<file path="config.mk">
export PLATFORM = sky130hd
export DESIGN_NAME = dm_access_unit
export DESIGN_NICKNAME = d
export VERILOG_FILES = /design/src/rtl/dm_access_unit_pkg.sv /design/src/rtl/dm_lane_align.sv /design/src/rtl/dm_access_unit.sv
export SDC_FILE = /design/constraint.sdc
export NUM_CORES = 1
export LEC_CHECK = 0
export CAP_MARGIN = 20
export CELL_PAD_IN_SITES_DETAIL_PLACEMENT = 1
export CELL_PAD_IN_SITES_GLOBAL_PLACEMENT = 1
export CORE_ASPECT_RATIO = 1.25
export CORE_MARGIN = 4
export CORE_UTILIZATION = 31
export DETAILED_ROUTE_END_ITERATION = 6
export GPL_TIMING_DRIVEN = 0
export PLACE_DENSITY_LB_ADDON = 0.15
export SETUP_SLACK_MARGIN = 0.05
export SLEW_MARGIN = 20
export SYNTH_ARGS = -nofsm -noshare
export SYNTH_HDL_FRONTEND = slang
export SYNTH_SLANG_ARGS = --single-unit
</file>
<file path="constraint.sdc">
create_clock -name clk -period 2.05 [get_ports clk]
set_clock_uncertainty 0.05 [all_clocks]
set_input_delay 0.41 -clock clk [delete_from_list [all_inputs] [get_ports clk]]
set_output_delay 0.41 -clock clk [all_outputs]
set_load 0.01 [all_outputs]
</file>
<file path="src/rtl/dm_access_unit_pkg.sv">
// Shared definitions for the data-memory access unit: bus width, funct3 load/store codes,
// FSM state type and the offset-masking helper used for both store lanes and load extraction.
`ifndef REG_BUS
`define REG_BUS 32
`endif

package dm_access_unit_pkg;

  localparam int XLEN_DEF = `REG_BUS;

  localparam logic [2:0] F3_B  = 3'b000;
  localparam logic [2:0] F3_H  = 3'b001;
  localparam logic [2:0] F3_W  = 3'b010;
  localparam logic [2:0] F3_BU = 3'b100;
  localparam logic [2:0] F3_HU = 3'b101;

  typedef enum logic [1:0] {IDLE, REQ, RSP, DONE} dm_state_t;
  typedef enum logic [1:0] {SZ_B, SZ_H, SZ_W} dm_size_t;

  // funct3[1:0] alone decides the size; 011/110/111 fall through to word.
  function automatic dm_size_t f3_size(input logic [2:0] f3);
    case (f3[1:0])
      2'b00:   return SZ_B;
      2'b01:   return SZ_H;
      default: return SZ_W;
    endcase
  endfunction

  function automatic logic [1:0] align_off(input logic [1:0] off, input dm_size_t sz);
    case (sz)
      SZ_B:    return off;
      SZ_H:    return {off[1], 1'b0};
      default: return 2'b00;
    endcase
  endfunction

endpackage

</file>
<file path="src/rtl/dm_lane_align.sv">
// Combinational byte-lane steering: store byte enables / replicated write data, misalignment
// detection, and load-side shift plus sign/zero extension.
module dm_lane_align
  import dm_access_unit_pkg::*;
#(
  parameter int XLEN = XLEN_DEF,
  parameter int BE_W = XLEN / 8
) (
  input  logic [1:0]      st_off,
  input  logic [2:0]      st_funct3,
  input  logic            st_we,
  input  logic [XLEN-1:0] st_data,
  output logic [BE_W-1:0] st_be,
  output logic [XLEN-1:0] st_wdata,
  output logic            misaligned,
  input  logic [1:0]      ld_off,
  input  logic [2:0]      ld_funct3,
  input  logic [XLEN-1:0] ld_rdata,
  output logic [XLEN-1:0] ld_result
);

  logic [1:0]      st_eff, ld_eff;
  logic [XLEN-1:0] shifted;

  always_comb begin
    st_eff     = align_off(st_off, f3_size(st_funct3));
    misaligned = (st_off != st_eff);
    st_be      = '1;
    st_wdata   = st_data;
    if (st_we) begin
      case (f3_size(st_funct3))
        SZ_B: begin
          st_be    = BE_W'(1) << st_eff;
          st_wdata = {BE_W{st_data[7:0]}};
        end
        SZ_H: begin
          st_be    = BE_W'(3) << st_eff;
          st_wdata = {(BE_W/2){st_data[15:0]}};
        end
        default: ;
      endcase
    end
  end

  always_comb begin
    ld_eff  = align_off(ld_off, f3_size(ld_funct3));
    shifted = ld_rdata >> {ld_eff, 3'b000};
    case (ld_funct3)
      F3_B:    ld_result = {{(XLEN-8){shifted[7]}}, shifted[7:0]};
      F3_BU:   ld_result = {{(XLEN-8){1'b0}}, shifted[7:0]};
      F3_H:    ld_result = {{(XLEN-16){shifted[15]}}, shifted[15:0]};
      F3_HU:   ld_result = {{(XLEN-16){1'b0}}, shifted[15:0]};
      F3_W:    ld_result = shifted;
      default: ld_result = shifted;
    endcase
  end

endmodule

</file>
<file path="src/rtl/dm_access_unit.sv">
// Memory-stage access sequencer: IDLE -> REQ -> (RSP) -> DONE, stalling the pipeline meanwhile.
// Define DM_MISALIGN_TRAP_EN to trap misaligned half/word accesses instead of masking the offset.
module dm_access_unit
  import dm_access_unit_pkg::*;
#(
  parameter int XLEN = XLEN_DEF,
  parameter int BE_W = XLEN / 8
) (
  input  logic            clk,
  input  logic            reset,
  input  logic [XLEN-1:0] m_alu_y,
  input  logic [XLEN-1:0] m_rrd2,
  input  logic [2:0]      m_funct3,
  input  logic            m_mem_read,
  input  logic            m_mem_write,
  output logic            dm_req_valid,
  input  logic            dm_req_ready,
  output logic            dm_req_we,
  output logic [XLEN-1:0] dm_req_addr,
  output logic [XLEN-1:0] dm_req_wdata,
  output logic [BE_W-1:0] dm_req_be,
  input  logic            dm_rsp_valid,
  input  logic [XLEN-1:0] dm_rsp_rdata,
  output logic [XLEN-1:0] m_load_data,
  output logic            m_stall,
  output logic            m_misaligned
);

`ifdef DM_MISALIGN_TRAP_EN
  localparam bit TRAP_EN = 1'b1;
`else
  localparam bit TRAP_EN = 1'b0;
`endif

  dm_state_t       state, state_n;
  logic            access, misaligned, trap_hit, start;
  logic [1:0]      off_q;
  logic [2:0]      f3_q;
  logic [BE_W-1:0] st_be;
  logic [XLEN-1:0] st_wdata, ld_result;

  assign access   = m_mem_read | m_mem_write;
  assign trap_hit = TRAP_EN & misaligned;
  assign start    = (state == IDLE) & access & ~trap_hit;
  assign m_stall  = ((state == IDLE) & access) | (state == REQ) | (state == RSP);

  // Store side sees the live EX/DM fields; load side uses the fields captured at request time.
  dm_lane_align #(.XLEN(XLEN), .BE_W(BE_W)) u_align (
    .st_off     (m_alu_y[1:0]),
    .st_funct3  (m_funct3),
    .st_we      (m_mem_write),
    .st_data    (m_rrd2),
    .st_be      (st_be),
    .st_wdata   (st_wdata),
    .misaligned (misaligned),
    .ld_off     (off_q),
    .ld_funct3  (f3_q),
    .ld_rdata   (dm_rsp_rdata),
    .ld_result  (ld_result)
  );

  always_comb begin
    state_n = state;
    case (state)
      IDLE:    if (access) state_n = trap_hit ? DONE : REQ;
      REQ:     if (dm_req_ready) state_n = dm_req_we ? DONE : RSP;
      RSP:     if (dm_rsp_valid) state_n = DONE;
      DONE:    state_n = IDLE;
      default: state_n = IDLE;
    endcase
  end

  always_ff @(posedge clk) begin
    if (!reset) begin
      state        <= IDLE;
      dm_req_valid <= 1'b0;
      dm_req_we    <= 1'b0;
      dm_req_addr  <= '0;
      dm_req_wdata <= '0;
      dm_req_be    <= '0;
      m_load_data  <= '0;
      m_misaligned <= 1'b0;
      off_q        <= '0;
      f3_q         <= '0;
    end else begin
      state        <= state_n;
      dm_req_valid <= (state_n == REQ);
      m_misaligned <= (state == IDLE) & access & trap_hit;
      if (start) begin
        dm_req_we    <= m_mem_write;
        dm_req_addr  <= {m_alu_y[XLEN-1:2], 2'b00};
        dm_req_wdata <= st_wdata;
        dm_req_be    <= st_be;
        off_q        <= m_alu_y[1:0];
        f3_q         <= m_funct3;
      end
      if ((state == RSP) & dm_rsp_valid) m_load_data <= ld_result;
    end
  end

endmodule
</file>
# ---- After elaboration in Yosys (flattened, before gate mapping)
# Index checks and enable logic that the tools add are counted.
dict set report classes {
  n_mux 15
  bitwise 5
  eq_ne 12
  reduce_logical 7
  shift 3
}
# operator count
set op_table {}
lappend op_table {{case mux 32 bit (4 select lines)} 1}
lappend op_table {{case mux 32 bit (2 select lines)} 1}
lappend op_table {{2-to-1 mux 32 bit} 1}
lappend op_table {{>> shifter 32 x 5 -> 32 bit} 1}
lappend op_table {{case mux 2 bit (2 select lines)} 4}
lappend op_table {{equality test 2 x 1 -> 1 bit, second input constant} 7}
lappend op_table {{logical NOT 2 bit} 6}
lappend op_table {{2-to-1 mux 2 bit} 4}
lappend op_table {{case mux 2 bit (4 select lines)} 1}
lappend op_table {{case mux 4 bit (2 select lines)} 1}
lappend op_table {{equality test 3 bit, second input constant} 2}
lappend op_table {{equality test 2 bit, second input constant} 2}
lappend op_table {{2-to-1 mux 4 bit} 1}
lappend op_table {{left shift 1 x 2 -> 4 bit, first input constant} 1}
lappend op_table {{left shift 2 x 2 -> 4 bit, first input constant} 1}
lappend op_table {{equality test 3 x 1 -> 1 bit, second input constant} 1}
lappend op_table {{logical NOT 3 bit} 1}
lappend op_table {{OR 1 bit} 3}
lappend op_table {{bitwise AND 1 bit} 2}
lappend op_table {{2-to-1 mux 1 bit} 1}
dict set report totals {
  input_bits 105
  ff_bits 107
  wordCells 51
  out_inout_bits 104
}

# ---- Logic depth before layout (Yosys ltp)
# Gate-level depths: netlist (run 1).
dict set report logic_depth {
  depth_word 7
  depth_mapped 7
  depth_no_buf 4
}

# ---- Hierarchy
# Synthesis (run 1) repeated with hierarchy kept, for this count alone.
dict set report hier_totals {
  hier_cells 669
  area_unflattened_um2 5462.7
}
# mod n_inst cells_each seq_area_each_um2 area_per_inst_um2
set modules_own_cells {}
lappend modules_own_cells {dm_access_unit 1 490 2142.1 4227.8}
lappend modules_own_cells {dm_lane_align 1 179 0.0 1234.9}

# ---- Worst setup path after synthesis (run 1)
# Ideal clock, no wire load.
dict set report synth_path {
  kind {input to output}
  start {input port m_mem_write}
  end {output port m_stall}
  arrival_time_ns 1.162
  cell_stages 3
  t_required_ns 1.590
  slack_ns 0.428
  path_buffers 1
  cell_sequence {o21ai_1 -> clkbuf_1 -> o21ai_0}
}
dict set report synth_between {
  elab_chain_cells 4
}
# item line
set synth_rtl {}
lappend synth_rtl {{start: declaration} dm_access_unit.sv:15} ;# input logic m_mem_write,
lappend synth_rtl {{OR 1 bit} dm_access_unit.sv:42} ;# assign access = m_mem_read | m_mem_write;
lappend synth_rtl {{bitwise AND 1 bit} n/a}
lappend synth_rtl {{OR 1 bit (2 in a row)} dm_access_unit.sv:45} ;# assign m_stall = ((state == IDLE) & access) | (state == REQ) | (state == RSP);
lappend synth_rtl {{end: declaration} dm_access_unit.sv:25} ;# output logic m_stall,
# No other way between the ends.

# ---- Worst setup path in the final report (run 1)
dict set report layout_path {
  start {input port reset}
  end {register dm_req_be[0]}
}
# item line
set layout_lines {}
lappend layout_lines {{start: declaration} dm_access_unit.sv:10} ;# input logic reset,
lappend layout_lines {{end signal: assignment} dm_access_unit.sv:93} ;# dm_req_be <= st_be;
lappend layout_lines {{end: declaration} dm_access_unit.sv:21} ;# output logic [BE_W-1:0] dm_req_be,
# No word-level cell between the ends.

==> results.md, run 1 <==
- Crit end category: flip-flop
- Via density per instance: 5.139
- Commonest cells after routing, fill and taps aside: clkdlybuf4s50_1, nand2_1, dfxtp_1
- Max-slew violations: 0
- Number of max-cap violations: 0
- GRT Util Overall: 21.94%
- Die Ht: 152 um
- Status: completed
- Final WL: 20670 um
- First-pass GRT wire length: 32250 um
- Worst relative slew slack: 57.12%
- Core Area: 16270 um2
- Die W: 123.2 um
- Setup-failing EPs final: 0
- Final Hold Slack: 0.4011 ns
- Crit path DAT: 2.12 ns
- Pin count of the biggest net entering global routing: 17
- Count of final hold-check violations: 0
- Clk pin slew, worst setup/hold paths: 0.07 ns
- Seq/Total Area, Yosys: 41.65%
- Peak VDD IR: 0.4268 mV
- Syn_area_per_cell: 8.308 um2
- RSZ-0062 raised after global routing: no
- Port Buffer Count: 205
- Final period utilization: 91.09%
- Commonest register cell after synthesis: dfxtp_1
- F_max: 535.5 MHz
- FF+latch count, synth: 107
- Grt total ovfl: 0
- Routability cong.: 0.8470
- Critical path type: in -> reg
- Die area: 18730 um2
- Via count: 5447
- Initial drt markers: 217
- CTS max path bufs: 2
- # DRC: 0
- H-tree levels: 3
- Area of the multi-input gates: 2715 um2
- Post-synth EDFFs: 0
- Reg2reg setup slack: 0.30 ns
- DP HPWL: 16080 um
- Detail Route Antenna Nets: 0
- Register area: 2145 um2
- Min-Delay Path Class: reg -> reg
- Clock latency on the worst-skew pair: 0.36 ns
- CP required: 2.30 ns
- CP max FO: 10
- CTS Hold Bufs: 0
- Layout cells sized above 1: 8.768%
- CTS tree: done
- Vias in the first global route: 5983
- Routed WL per cell: 19.50 um
- Initial antenna violation count: 0
- Filler cells: 1950
- Startpoint Class: input port
- Period minus WS final: 1.867 ns
- Clock Sinks: 107
- Layout Nets: 944
- Io pins: 209
- # diodes: 0
- Drt first pass iters: 4
- Commonest non-fill, non-tap cell in the layout: clkdlybuf4s50_1
- Syn Std Cell Area: 5142 um2
- Slew @ Worst Pin: 0.6397 ns
- Root Driver: clkbuf_16
- P&R area growth vs syn: 51.51%
- Post-Syn Instances: 619
- PD cells: 741.3 nW/um2
- Distinct cells, synth: 44
- Synth warnings: 0
- Std-Cell Rows: 52
- Starting Density: 31.62%
- Power after layout: 5.775 mW
- Leak Pwr: 2.992 nW
- Cts bufs inserted: 9
- Post-synth ARST share: 0%
## worst paths after layout
kind                        start         endpoint  depth (start not counted)
setup / recovery            reset     dm_req_be[0]                          4
hold reg to reg   dm_req_addr[12]  dm_req_addr[12]                          2
hold / removal    dm_req_addr[12]  dm_req_addr[12]                          2
setup reg to reg          f3_q[1]  m_load_data[24]                          5
## final cells by class
class | count | share of cell area (%)
multi-input cells | 451 | 34.85
flip-flops and latches | 107 | 27.53
repair buffers | 207 | 26.43
plain buffers | 59 | 4.031
well taps | 216 | 3.469
clock buffers | 12 | 3.164
clock inverters | 4 | 0.3372
inverters | 4 | 0.1927
## what timing repair did
action | CTS | global route
endpoints found under the setup margin | 14 | 12
resized for setup | 14 | 6
endpoints found under the hold margin | 0 | 0
pin swaps | 2 | 0
buffers inserted | 2 | 0
## state kept, by name (all words and copies together), names as in the netlist
name and cells:
dm_req_we 1, dm_req_addr 30, dm_req_wdata 32, off_q 2, m_load_data 32, state 2, f3_q 3, dm_req_be 4
dm_req_valid 1
## metrics by stage
| step | utilization, % | TNS [ns] | area (um2) | std cells | worst slack [ns] |
|---|---|---|---|---|---|
| 2_1_floorplan | - | 0 | 5150 | 621 | 0.4279 |
| 3_3_place_gp | 45.94 | -16.72 | 7472 | 1042 | -0.9015 |
| 3_5_place_dp | 45.94 | -20.69 | 7472 | 1042 | -0.9289 |
| 4_1_cts | 47.88 | 0 | 7789 | 1060 | 0.05116 |
| 5_1_grt | 47.90 | 0 | 7791 | 1060 | 0.08604 |
| 6_report | 47.90 | 0 | 7791 | 1060 | 0.1827 |
## Yosys cell counts, drive strengths merged (2+ instances only)
master,number,area share (%)
a21boi,47,6.9
o21a,8,1.2
nand3b,2,0.54
nand2,138,10
a31oi,16,3.2
nor2,5,0.41
o211ai,11,1.6
a21oi,56,5.5
nand2b,8,0.97
a32oi,7,1.2
o211a,9,1.8
mux2i,21,4.1
o21ai,70,6.8
o221a,3,0.83
a31o,7,1.2
inv,4,0.29
dfxtp,107,42
nor2b,3,0.37
clkbuf,25,1.8
buf,34,4.0
nor3,2,0.19
mux2,4,0.88
a21o,16,2.3
nand3,2,0.19
and2,3,0.37
## power breakdown
group	switching, mW	internal [mW]
clock network	0.830	0.859
registers	0.125	2.28
logic	0.865	0.822
total	1.82	3.96
## critical path, cell delays in order
cell,delay [ns]
clkdlybuf4s50_1,0.60
clkbuf_1,0.43
clkbuf_1,0.42
o221a_1,0.26
## logic make-up (layout without fill, tap and decap cells)
logic type	Yosys count	after routing	share of synthesized area [%]
compound gates	254	254	33.21
buf+inv	63	286	6.107
simple gates	169	169	13.99
flops	107	107	41.65
other cells	1	3	0.07292
mux	25	25	4.963
## routing by layer
layer	up-vias	global-route usage, %	wire length [um]
met1	2646	24.56	8196
met2	162	38.52	10500
met5	-	0	0
met3	25	7.029	1545
li1	2614	-	-
met4	0	7.652	427
(Power assumes the default switching activity.)
==> inputs of run 2 (changes only) <==
--- a/config.mk
+++ b/config.mk
@@ -10,8 +10,9 @@
 export CELL_PAD_IN_SITES_GLOBAL_PLACEMENT = 1
 export CORE_ASPECT_RATIO = 1.25
 export CORE_MARGIN = 4
-export CORE_UTILIZATION = 31
+export CORE_UTILIZATION = 41
 export DETAILED_ROUTE_END_ITERATION = 6
+export DONT_BUFFER_PORTS = 1
 export GPL_TIMING_DRIVEN = 0
 export PLACE_DENSITY_LB_ADDON = 0.15
 export SETUP_SLACK_MARGIN = 0.05
==> run 2 against run 1 <==
  * Sequential share of layout area is 10 points higher
  * Total power is 11% lower
  * Clock power is essentially flat
  * Critical path depth unchanged
  * Final cell count down 24%
  * Flip-flop and latch count did not move
  * First-iteration DRC count fell by 19%
  * Sequential power is 5% higher
  * Worst setup slack improved by 0.028 ns
  * Critical path type is now reg -> out
  * Largest power group unchanged
  * Highest routed layer unchanged
==> results.md, run 2 (same netlist as run 1, synthesis figures left out) <==
- Clock latency on the worst-skew pair: 0.34 ns (-0.02 ns)
- Final Hold Slack: 0.1358 ns (-0.2653 ns)
- P&R area growth vs syn: 10.10%
- Leak Pwr: 2.206 nW (-26%)
- Crit path DAT: 1.38 ns (-0.74 ns)
- CTS max path bufs: 2 (unchanged)
- Most frequent CP cell: o21ai_2
- Io pins: 209 (unchanged)
- Cts bufs inserted: 9 (unchanged)
- Number of max-cap violations: 0 (unchanged)
- Initial drt markers: 176 (-19%)
- Min-Delay Path Class: in -> reg
- CTS tree: done
- Worst relative slew slack: 32.80% (-24 points)
- # diodes: 0 (unchanged)
- Final WS setup: 0.2109 ns (+0.02822 ns)
- Register area: 2145 um2 (unchanged)
- Core Area: 12220 um2 (-25%)
- Pre-CTS setup slack: -0.08087 ns (+0.8480 ns)
- Internal power: 3.474 mW (-12%)
- Layout cells sized above 1: 10.83% (+2.1 points)
- H-tree levels: 3 (unchanged)
- Setup-failing EPs final: 0 (unchanged)
- Crit-path cells: nor2_4 -> o21ai_2 -> buf_4 -> o21ai_2
- Via count: 4619 (-15%)
- Routability cong.: 0.8903 (+5.1%)
- Total negative slack: 0 ns (unchanged)
- Commonest cells after routing, fill and taps aside: nand2_1, dfxtp_1, a21oi_1
- Initial antenna violation count: 0 (unchanged)
- Slew @ Worst Pin: 1.000 ns (+0.3607 ns)
- Drt first pass iters: 4 (unchanged)
- Area of the multi-input gates: 2706 um2 (-0.32%)
- Crit path largest cell delay: 0.37 ns (-0.23 ns)
- Switching power: 1.682 mW (-7.6%)
- Clk pwr share: 32.8% (+3.6 points)
- RSZ-0062 raised after global routing: no
- Die area: 14410 um2 (-23%)
- Layout Nets: 737 (-22%)
- Power after layout: 5.156 mW (-11%)
- WP buf/inv: 1 (-2)
- Non-Filler Instances: 801 (-24%)
- Part of the power in registers: 49.0% (+7.4 points)
- CP required: 1.59 ns (-0.71 ns)
- Starting Density: 42.09% (+10 points)
- Clock Sinks: 107 (unchanged)
- Peak VDD IR: 0.4100 mV (-3.9%)
- Die Ht: 133.2 um (-12%)
- Std-Cell Rows: 45 (-13%)
- Clk pin slew, worst setup/hold paths: 0.08 ns (about the same)
- Grt total ovfl: 0 (unchanged)
- Count of final hold-check violations: 0 (unchanged)
- Switch share: 32.62% (+1.1 points)
- DP HPWL: 13730 um (-15%)
- Pin count of the biggest net entering global routing: 20 (+3)
- Die W: 108.2 um (-12%)
- PD cells: 910.8 nW/um2 (+23%)
- Period minus WS final: 1.839 ns (-0.02822 ns)
- Startpoint Class: flip-flop
- Detail Route Antenna Nets: 0 (unchanged)
- Max-slew violations: 0 (unchanged)
- Final WL: 17550 um (-15%)
- Routed WL per cell: 21.91 um (+12%)
- Slowest CP cell: dfxtp_2
- Crit path max-delay family: flip-flops
- Critical path type: reg -> out
- Inst Count DP: 785 (-25%)
- First-pass GRT wire length: 27210 um (-16%)
- Comb pwr share: 18.2% (-11 points)
- CP max FO: 10 (unchanged)
- Root Driver: clkbuf_16
- Crit end category: output port
- Via density per instance: 5.767 (+12%)
- Vias in the first global route: 5011 (-16%)
- Final period utilization: 89.71% (-1.4 points)
- # DRC: 0 (unchanged)
- Port Buffer Count: 0 (-100%)
- Filler cells: 1505 (-23%)
- F_max: 543.8 MHz (+1.5%)
- GRT Util Overall: 24.06% (+2.1 points)
- Commonest non-fill, non-tap cell in the layout: nand2_1
- Biggest regs: dm_req_wdata: 32 flops, m_load_data: 32 flops, dm_req_addr: 30 flops
- Status: completed
[run 2: changes by cell type in the layout (fill, tap and decap cells not counted), sizes merged]
cell	change
clkdlybuf4s50	-202
clkinv	+1
buf	-1
clkbuf	-5
inv	+2
dlygate4sd2	-2
[run 2: final timing paths]
kind / start / end / slack [ns] / depth (start not counted)
hold / removal: m_alu_y[10] / dm_req_addr[10] / 0.14 / 2
setup reg to reg: f3_q[1] / m_load_data[14] / 0.24 / 4
setup / recovery: state[0] / m_stall / 0.21 / 4
hold reg to reg: off_q[0] / off_q[0] / 0.43 / 2
[run 2: timing repair]
action | in CTS | in global routing
endpoints found under the hold margin | 0 | 0
buffers inserted | 0 | 0
hold buffers | 0 | 0
setup endpoints to repair | 1 | 1
pin swaps | 0 | 0
resized for setup | 6 | 3
[run 2: per-layer routing]
layer | part of all wire (%) | wire [um] | up-vias | GRT usage (%)
li1 | - | - | 2203 | -
met1 | 35 | 6196 | 2208 | 24.70
met2 | 51 | 8923 | 165 | 42.57
met3 | 10 | 1785 | 43 | 9.985
met4 | 3.7 | 648 | 0 | 10.11
met5 | 0 | 0 | - | 0
[run 2: cell type report]
| class | instances | area share [%] |
|---|---|---|
| multi-input combinational | 451 | 47.80 |
| sequential | 107 | 37.88 |
| buffer | 59 | 5.348 |
| clock buffer | 9 | 3.978 |
| tap | 164 | 3.624 |
| clock inverter | 7 | 1.105 |
| inverter | 4 | 0.2652 |
[run 2: per-stage QoR]
step | util [%] | cell area (um2)
after global placement | 43.83 | 5355
after detailed placement | 43.83 | 5355
final | 46.34 | 5662
after floorplan | - | 5150
after global routing | 46.34 | 5662
after CTS | 46.31 | 5658
[run 2: power by group through the flow]
| stage | Sequential [mW] | Clock, mW | Combinational (mW) |
|---|---|---|---|
| floorplan | 2.51 | 0 | 0.708 |
| finish | 2.53 | 1.69 | 0.938 |
| global placement | 2.57 | 0 | 0.898 |
| global route | 2.55 | 1.84 | 1.05 |
| CTS | 2.53 | 1.76 | 0.948 |
| detailed placement | 2.58 | 0 | 0.937 |
==> inputs of run 3 (changes only) <==
--- a/config.mk
+++ b/config.mk
@@ -5,6 +5,7 @@
 export SDC_FILE = /design/constraint.sdc
 export NUM_CORES = 1
 export LEC_CHECK = 0
+export ABC_AREA = 1
 export CAP_MARGIN = 20
 export CELL_PAD_IN_SITES_DETAIL_PLACEMENT = 1
 export CELL_PAD_IN_SITES_GLOBAL_PLACEMENT = 1
==> run 3 against run 2 <==
  * Hold slack improved by 0.043 ns
  * Synthesized cell count rose by 16%
  * Die area fell by 1.9%
  * Combinational power rose by 6.3%
  * Clock-buffer cell count rose by 1
  * Highest routed layer unchanged
  * Final area fell by 2.0%
  * Sequential share of layout area rose by 0.71 points
  * Global-route usage fell by 0.76 points
  * Worst setup slack improved by 0.0096 ns
  * Largest cell class unchanged
==> results.md, run 3 <==
- Reg2reg path depth: 6 (+2)
- Final WL: 16720 um (-4.7%)
- Vias in the first global route: 5089 (+1.6%)
- Io pins: 209 (unchanged)
- # Post-CTS Setup Buffers: 0 (unchanged)
- Die Ht: 131.9 um (-0.98%)
- # DRC: 0 (unchanged)
- Die area: 14130 um2 (-1.9%)
- Max-slew violations: 0 (unchanged)
- CTS Hold Bufs: 0 (unchanged)
- Detail Route Antenna Nets: 0 (unchanged)
- Reg-to-Reg Start: state[1]
- Final period utilization: 89.24% (-0.47 points)
- Layout Nets: 835 (+13%)
- Status: completed
- Core Area: 12110 um2 (-0.92%)
- Routability cong.: 0.9041 (+1.6%)
- First-pass GRT wire length: 26140 um (-3.9%)
- Commonest register cell after synthesis: dfxtp_1
- Metal2 WL: 8863 um (-0.67%)
- Setup-failing EPs final: 0 (unchanged)
- Startpoint Class: flip-flop
- GRT Util Overall: 23.29% (-0.76 points)
- CTS tree: done
- CTS max path bufs: 2 (unchanged)
- Cell Area, Placed: 5249 um2 (-2.0%)
- Via count: 4771 (+3.3%)
- PostCTS Resize Cnt: 3 (-3)
- Slew @ Worst Pin: 0.6772 ns (-0.3231 ns)
- Highest Signal Layer: met4
- Count of final hold-check violations: 0 (unchanged)
- Worst relative slew slack: 54.85% (+22 points)
- Post-Syn Instances: 718 (+16%)
- Syn_area_per_cell: 7.014 um2 (-16%)
- Largest family of logic cells by synthesized area: simple AND/OR/NAND/NOR gates
- Top-count cell post-synth: nand2_1
- Peak VDD IR: 0.4513 mV (+10%)
- Hold Crit Depth: 2 (unchanged)
- Critical path startpoint: state[1]
- Routed WL per cell: 18.58 um (-15%)
- Root Driver: clkbuf_16
- Syn Std Cell Area: 5036 um2 (-2.1%)
- DP HPWL: 13260 um (-3.5%)
- F_max: 546.6 MHz (+0.52%)
- Grt total ovfl: 0 (unchanged)
- Drt first pass iters: 4 (unchanged)
- Clk pin slew, worst setup/hold paths: 0.08 ns (about the same)
- Total negative slack: 0 ns (unchanged)
- Layout cells sized above 1: 7.891% (-2.9 points)
- CP max FO: 19 (+9)
- Post-synth ARST share: 0% (unchanged)
- Number of max-cap violations: 0 (unchanged)
- Most frequent cells after synthesis: nand2_1, dfxtp_1, nor2_1, o21ai_0, inv_1
- Mux share of post-synthesis cell area: 0% (-5.0 points)
- Min-Delay Path Class: in -> reg
- Initial antenna violation count: 0 (unchanged)
- HP Start: m_alu_y[20]
- Fraction of the mapped netlist area in adder cells: 0% (unchanged)
- Post-synth EDFFs: 0 (unchanged)
- Via density per instance: 5.301 (-8.1%)
- Biggest regs: dm_req_wdata: 32 flops, m_load_data: 32 flops, dm_req_addr: 30 flops
- Critical path type: reg -> out
- Compound-Gate Fraction of Synth Area: 21.42% (-12 points)
- Period minus WS final: 1.829 ns (-0.009579 ns)
- Commonest cells after routing, fill and taps aside: nand2_1, dfxtp_1, nor2_1, o21ai_0, inv_1
- Leak Pwr: 2.586 nW (+17%)
- Simple-gate share of the synthesized area: 24.40% (+10 points)
- Crit end category: output port
- Port Buffer Count: 0 (unchanged)
- Synth area leader: dfxtp_1
- Metal-1 WL: 5838 um (-5.8%)
- H-tree levels: 3 (unchanged)
- Top cells by area, synth: dfxtp_1, o21ai_0, nand2_1
- Die W: 107.1 um (-0.96%)
- Starting Density: 41.60% (-0.49 points)
- Area share of the largest cell type after synthesis: 42.53% (+0.88 points)
- Cts bufs inserted: 9 (unchanged)
- Seq/Total Area, Yosys: 42.53% (+0.88 points)
- P&R area growth vs syn: 10.21%
- Clock Sinks: 107 (unchanged)
- Commonest non-fill, non-tap cell in the layout: nand2_1
- Design Area, Final: 5550 um2 (-2.0%)
- Initial drt markers: 126 (-28%)
- PD cells: 951.4 nW/um2 (+4.5%)
- Crit path DAT: 1.37 ns (about the same)
- FF+latch count, synth: 107 (unchanged)
- Pin count of the biggest net entering global routing: 20 (unchanged)
- Synth warnings: 0 (unchanged)
- Filler cells: 1569 (+4.3%)
- Synth Area in XOR/XNOR: 0% (unchanged)
- RSZ-0062 raised after global routing: no
- CP required: 1.59 ns (about the same)
- Clock latency on the worst-skew pair: 0.34 ns (about the same)
- DR WL met3: 1448 um (-19%)
- Distinct cells, synth: 27 (-39%)
- Std-Cell Rows: 45 (unchanged)
==> run 3: cell types whose count changed in the layout (fill, tap and decap cells not counted), sizes merged, moves of 19 or more <==
cell | previous run | this run
a21boi | 47 | 0
inv | 6 | 86
mux2i | 21 | 0
nand2 | 138 | 113
nand3 | 2 | 77
nor2 | 5 | 84
o21a | 8 | 27
==> run 3: area by class of cell <==
cell class / count / area [um2] / area share, %
multi-input cells: 475 / 2323 / 41.86
flip-flops and latches: 107 / 2142 / 38.59
inverters: 84 / 317.8 / 5.726
plain buffers: 53 / 262.8 / 4.734
clock buffers: 10 / 239.0 / 4.306
well taps: 164 / 205.2 / 3.697
clock inverters: 6 / 57.56 / 1.037
diodes: 1 / 2.502 / 0.04509
==> run 3: cells by family after synthesis <==
group                  Yosys count
and+or+nand+nor                282
AOI/OAI and AO/OA              190
buffers and inverters          138
DFF                            107
other                            1
==> run 3: metrics by stage <==
stage / utilization (%) / power, mW / std cells / hold slack, ns / setup slack, ns
after floorplan: - / 3.290 / 720 / 0.4263 / 0.4181
after global placement: 43.36 / 3.550 / 884 / 0.4384 / 0.1003
after detailed placement: 43.36 / 3.597 / 884 / 0.4543 / 0.09847
after CTS: 45.89 / 5.365 / 900 / 0.1672 / 0.06902
after global routing: 45.83 / 5.598 / 899 / 0.1765 / 0.08365
final: 45.85 / 5.281 / 900 / 0.1791 / 0.2205
==> run 3: critical path, stage by stage, from the launching register on <==
cell     delay [ns]
dfxtp_1        0.37
nor2_1         0.07
nand2_1        0.12
nand2_2        0.13
inv_4          0.20
nand3_2        0.13
==> run 3: worst paths after layout <==
kind              slack [ns]          endpoint
hold reg to reg         0.46  dm_req_wdata[19]
setup / recovery        0.22           m_stall
hold / removal          0.18   dm_req_addr[20]
setup reg to reg        0.29    m_load_data[0]
==> run 3: layer usage <==
layer | GRT usage, % | vias up
met5 | 0 | -
met4 | 10.59 | 0
met3 | 8.133 | 35
met2 | 43.11 | 162
met1 | 22.80 | 2217
li1 | - | 2357
==> run 3: power breakdown <==
group          total, mW  switching (mW)  leakage (nW)  internal [mW]
combinational      0.997           0.669          1.56          0.328
clock               1.74           0.858         0.144          0.886
sequential          2.54           0.249         0.883           2.29
total               5.28            1.78          2.59           3.50
